**config.mk**
```make
export PLATFORM = sky130hd
export DESIGN_NAME = carry_lookahead_adder
export DESIGN_NICKNAME = d
export VERILOG_FILES = /design/src/rtl/cla_pkg.sv /design/src/rtl/cla_group.sv /design/src/rtl/carry_lookahead_adder.sv
export SDC_FILE = /design/constraint.sdc
export NUM_CORES = 1
export LEC_CHECK = 0
export CAP_MARGIN = 20
export CORE_AREA = 2 2 39 41
export DETAILED_ROUTE_END_ITERATION = 16
export DIE_AREA = 0 0 41 43
export SKIP_CTS_REPAIR_TIMING = 1
export SYNTH_ARGS = -nofsm -noshare
export SYNTH_HDL_FRONTEND = slang
export SYNTH_HIERARCHICAL = 1
export SYNTH_SLANG_ARGS = --single-unit
```
**constraint.sdc**
```tcl
create_clock -name i_clk -period 1.21 [get_ports i_clk]
set_input_delay 0.242 -clock i_clk [delete_from_list [all_inputs] [get_ports i_clk]]
set_output_delay 0.242 -clock i_clk [all_outputs]
set_load 0.005 [all_outputs]
```
**src/rtl/cla_pkg.sv**
```systemverilog
// cla_pkg: shared constants and helpers for the carry-lookahead adder.
//   CLA_WIDTH/CLA_GROUP : default operand width and lookahead group size
//   cla_num_groups      : number of lookahead groups, ceil(width/group)
//   cla_params_ok       : legality of a width/group pair, used at elaboration
//   cla_carry           : flattened sum-of-products lookahead carry
package cla_pkg;

   localparam int CLA_WIDTH     = 3;
   localparam int CLA_GROUP     = 4;
   localparam int CLA_MAX_WIDTH = 64;

   function automatic int cla_num_groups(input int width, input int group);
      return (group < 1) ? width : (width + group - 1) / group;
   endfunction

   function automatic bit cla_params_ok(input int width, input int group);
      return (width >= 1) && (width <= CLA_MAX_WIDTH) && (group >= 1);
   endfunction

   // Carry into position n given generate/propagate vectors and a carry-in:
   //   c[n] = ci&p[0]&..&p[n-1] | OR_j g[j]&p[j+1]&..&p[n-1]
   // Every term is an independent AND, so the result is a two-level
   // AND-OR network rather than a ripple chain. Used both within a group
   // (bit g/p) and across groups (group GG/GP).
   function automatic logic cla_carry(input logic [CLA_MAX_WIDTH-1:0] g,
                                      input logic [CLA_MAX_WIDTH-1:0] p,
                                      input logic ci,
                                      input int n);
      logic c;
      logic t;
      c = ci;
      for (int k = 0; k < n; k++) c = c & p[k];
      for (int j = 0; j < n; j++) begin
         t = g[j];
         for (int k = j + 1; k < n; k++) t = t & p[k];
         c = c | t;
      end
      return c;
   endfunction

endpackage

```
**src/rtl/cla_group.sv**
```systemverilog
// cla_group: one lookahead group of N bits.
//   i_a, i_b : N-bit operand slices
//   i_ci     : carry into the group's bit 0
//   o_sum    : N-bit sum slice
//   o_gg     : group generate (carry out assuming carry-in 0)
//   o_gp     : group propagate (AND of the bit xor-propagates)
module cla_group
   import cla_pkg::*;
#(
   parameter int N = 4
) (
   input  logic [N-1:0] i_a,
   input  logic [N-1:0] i_b,
   input  logic         i_ci,
   output logic [N-1:0] o_sum,
   output logic         o_gg,
   output logic         o_gp
);

   logic [N-1:0] w_g;
   logic [N-1:0] w_p;
   logic [N-1:0] w_c;

   assign w_g = i_a & i_b;
   assign w_p = i_a ^ i_b;

   always_comb begin
      w_c = '0;
      for (int i = 0; i < N; i++)
         w_c[i] = cla_carry(CLA_MAX_WIDTH'(w_g), CLA_MAX_WIDTH'(w_p), i_ci, i);
   end

   assign o_sum = w_p ^ w_c;
   assign o_gg  = cla_carry(CLA_MAX_WIDTH'(w_g), CLA_MAX_WIDTH'(w_p), 1'b0, N);
   assign o_gp  = &w_p;

endmodule

```
**src/rtl/carry_lookahead_adder.sv**
```systemverilog
// carry_lookahead_adder: unsigned two-level carry-lookahead adder.
//   i_clk      : clock, used only by the registered output
//   i_rst      : synchronous active-high reset of o_result_q
//   i_add1     : operand A, WIDTH bits
//   i_add2     : operand B, WIDTH bits
//   o_result   : combinational i_add1+i_add2, bit WIDTH is the carry-out
//   o_result_q : o_result registered on the rising edge of i_clk
module carry_lookahead_adder
   import cla_pkg::*;
#(
   parameter int WIDTH = CLA_WIDTH,
   parameter int GROUP = CLA_GROUP
) (
   input  logic             i_clk,
   input  logic             i_rst,
   input  logic [WIDTH-1:0] i_add1,
   input  logic [WIDTH-1:0] i_add2,
   output logic [WIDTH:0]   o_result,
   output logic [WIDTH:0]   o_result_q
);

   localparam int NG = cla_num_groups(WIDTH, GROUP);

   if (!cla_params_ok(WIDTH, GROUP)) begin : g_bad_params
      $error("carry_lookahead_adder: WIDTH must be 1..64 and GROUP >= 1");
   end

   logic [NG-1:0]    w_gg;
   logic [NG-1:0]    w_gp;
   logic [NG:0]      w_cg;
   logic [WIDTH-1:0] w_sum;
   logic [WIDTH:0]   r_result_q;

   // Second-level lookahead: every group carry comes straight from the
   // group GG/GP terms; the adder carry-in is constant 0.
   always_comb begin
      w_cg = '0;
      for (int k = 0; k <= NG; k++)
         w_cg[k] = cla_carry(CLA_MAX_WIDTH'(w_gg), CLA_MAX_WIDTH'(w_gp), 1'b0, k);
   end

   // The final group takes whatever bits remain, so it may be narrower.
   for (genvar k = 0; k < NG; k++) begin : g_grp
      localparam int LO = k * GROUP;
      localparam int N  = (WIDTH - LO < GROUP) ? WIDTH - LO : GROUP;
      cla_group #(.N(N)) u_grp (
         .i_a   (i_add1[LO +: N]),
         .i_b   (i_add2[LO +: N]),
         .i_ci  (w_cg[k]),
         .o_sum (w_sum[LO +: N]),
         .o_gg  (w_gg[k]),
         .o_gp  (w_gp[k])
      );
   end

   assign o_result = {w_cg[NG], w_sum};

   always_ff @(posedge i_clk)
      r_result_q <= i_rst ? '0 : o_result;

   assign o_result_q = r_result_q;

endmodule

```
; Word-level counts from Yosys, hierarchy flattened
; Cells that the tools add are included.
[totals]
regBits = 4
input_bits = 8
out_inout_bits = 8
[classes]
bitwise = 9
[op_table]
columns = op, n
row1 = 3-bit bitwise XOR, 2
row2 = 1-bit AND, 3
row3 = 3-bit AND, 1
row4 = 1-bit bitwise OR, 3

; Longest topological paths before layout
[logic_depth]
word_depth = 5
mapped_depth = 5
mapped_depth_nobuf = 5

; Hierarchy
; The synthesis kept the hierarchy.
[by_module_without_submodules]
columns = mod, instances, cells_each, area_per_inst_um2, seq_area_each_um2
row1 = cla_group, 1, 14, 140.1, 0.0
row2 = carry_lookahead_adder, 1, 10, 116.4, 80.1

; Least setup slack after synthesis
; No wires, ideal clock.
[synth_path]
path_type = input to output
startpoint = input i_add1[1]
endpoint = output o_result[3]
arrival_ns = 1.024
required_ns = 0.968
slack_ns = -0.056
cell_stages = 4
n_path_buf = 1
cell_sequence = ha_1 a21o_1 a21o_1 buf_4
[synth_between]
elab_chain_len = 5
[synth_rtl]
columns = item, line_no
row1 = "start, declared", carry_lookahead_adder.sv:16  ; input logic [WIDTH-1:0] i_add1,
row2 = 3-bit bitwise XOR, cla_group.sv:25  ; assign w_p = i_a ^ i_b;
row3 = 1-bit AND (2 in series), cla_pkg.sv:35  ; for (int k = j + 1; k < n; k++) t = t & p[k];
row4 = 1-bit bitwise OR * (2 in series), cla_pkg.sv:36  ; c = c | t;
row5 = "end, declared", carry_lookahead_adder.sv:18  ; output logic [WIDTH:0] o_result,
; Every way passes the cells marked *; elsewhere a longest branch is shown, timed or not.

; Worst setup path in the final report
[layout_path]
startpoint = input i_add2[0]
endpoint = output o_result[1]
[layout_between]
elab_chain_len = 2
[layout_rtl]
columns = item, line_no
row1 = "start, declared", carry_lookahead_adder.sv:17  ; input logic [WIDTH-1:0] i_add2,
row2 = 3-bit AND, cla_group.sv:24  ; assign w_g = i_a & i_b;
row3 = 3-bit bitwise XOR, cla_group.sv:33  ; assign o_sum = w_p ^ w_c;
; No other way between the ends.

==> out/metrics.csv <==
stage,metric,value,unit
finish,synthToLayoutAreaGrowth,94.5,%
finish,stdcell_area,484,um^2
timing,setup_violations,4,
clocking,clkSinkCount,4,
pwr,internal_power,0.369,mW
timing,period_share,105,%
clocking,clkTransAtPathRegs,0.03,ns
floorplan,die_h,43,um
synth,syn_area_per_cell,10.8,um^2
clocking,htree_levels,1,
finish,largest_reg_flops,4,
pwr,pwr-share-comb,36.6,%
finish,nNetsFinal,58,
floorplan,die_w,41,um
synth,synth_cells,23,
placed_design,port_buffers,15,
setup_path,start_kind,primary input,
routing,antenna_left,0,
synth,ys_warn_count,6,
setup_path,setup.worst_path.end_class,output pin,
grt,grt_busiest_layer,met2,
pwr,p_sw,0.113,mW
routing,via_per_inst,3.69,
grt,use_met1,4.85,%
routing,dr.pass1.iters,1,
routing,postRouteWirelength,465,um
grt,grt_usage,5.63,%
routing,post_drt_wl_per_cell,7.88,um
timing,fin_ws,-0.0631,ns
routing,drc,0,
clocking,cts_tree,yes,
pwr,sw_frac_of_total,23.4,%
grt,antenna_found_initial,0,
placed_design,gp_congestion,0.651,
grt,grt_pass1_wl,641,um
setup_path,path_max_fanout,2,
clocking,cts_buffer_depth,2,
grt,met2_usage,9.06,%
floorplan,io_pins,16,
timing,slew_violations,0,
timing,rsz0062_at_grt,true,
floorplan,initial_core_util,18.0,%
placed_design,place_area,428,um^2
outcome,violations,negative setup slack,
grt,grt_max_degree,5,
floorplan,dieArea,1760,um^2
finish,drive_above_1_share,46.5,%
worst_hold_path,hold_path_depth,3,
outcome,status,"complete, but fails checks",
routing,vias,218,
grt,globalRouteMet3Util,1.57,%
pwr,p_seq_share,30.8,%
timing,fmax,0.786,GHz
setup_path,criticalPathCategory,primary input to output pin,
finish,num-fill-cells,149,
finish,finish.utilization,35.0,%
run,drv_cap,0,
placed_design,dp.cells,54,
finish,finalNonFillerCells,59,
synth,synth_area,249,um^2
finish,ff_latch_area,80.1,um^2
finish,final_cell_mix,"6 x dlymetal6s2s_1, 4 x nor2b_1, 4 x clkbuf_2, 4 x dfxtp_1, 3 x clkbuf_4",
clocking,cts_buffers,3,
timing,fin_crit,1.27,ns
pwr,power_density,996,nW/um^2
clocking,clock-root-buffer,clkbuf_4,
routing,drt_iter0_markers,0,
worst_hold_path,hp-class,primary input to flop,
pwr,ir_worst_vdd,219,uV
floorplan,core-area,1380,um^2
grt,grt-ovfl-total,0,
finish,multi_input_area,199,um^2
setup_path,cp_data_arrival_time,1.03,ns
finish,final_common_cell,dlymetal6s2s_1,
pwr,p_total,0.482,mW
timing,hold_violations,0,
pwr,cellLeakagePower,0.281,nW
finish,antenna_cells,0,
grt,grt_pass1_vias,187,
pwr,pwr-share-clk,32.6,%
setup_path,cp.required,0.97,ns
floorplan,std_cell_rows,14,
[metal layers]
layer  vias up  wire length (um)  part of all wire, %
li1        115                 -                    -
met1        95               189                   41
met2         8               244                   52
met3         0                32                  6.9
met4         0                 0                    0
met5         -                 0                    0
[path summary, 6_finish.rpt]
path / startpoint / endpoint / slack [ns]
setup / recovery: i_add2[0] / o_result[1] / -0.06
hold / removal: i_add2[0] / o_result_q[0] / 0.43
[worst max-delay path, cell delays in order]
cell    delay (ns)
buf_8         0.10
fa_2          0.35
xor2_1        0.19
buf_2         0.14
[power by group through the flow]
stage / Combinational [mW] / Clock (mW) / Sequential [mW]
floorplan: 0.0756 / 0 / 0.154
global placement: 0.175 / 0 / 0.151
detailed placement: 0.176 / 0 / 0.152
CTS: 0.177 / 0.167 / 0.150
global route: 0.194 / 0.171 / 0.150
finish: 0.176 / 0.157 / 0.149
[cell type report]
class	count	area share (%)
clock buffers	3	4.65
multi-input cells	19	41.1
well taps	16	4.13
repair buffers	17	33.6
flip-flops and latches	4	16.5
[per-stage QoR]
step | setup TNS (ns) | setup slack (ns) | hold slack, ns
final | -0.156 | -0.0631 | 0.430
after global routing | -0.279 | -0.0987 | 0.435
after CTS | -3.92 | -0.900 | 0.632
after detailed placement | -4.65 | -0.894 | 0.874
after global placement | -4.64 | -0.883 | 0.879
after floorplan | 0 | 0.0524 | 0.314
Power figures use the tool's default switching activity.
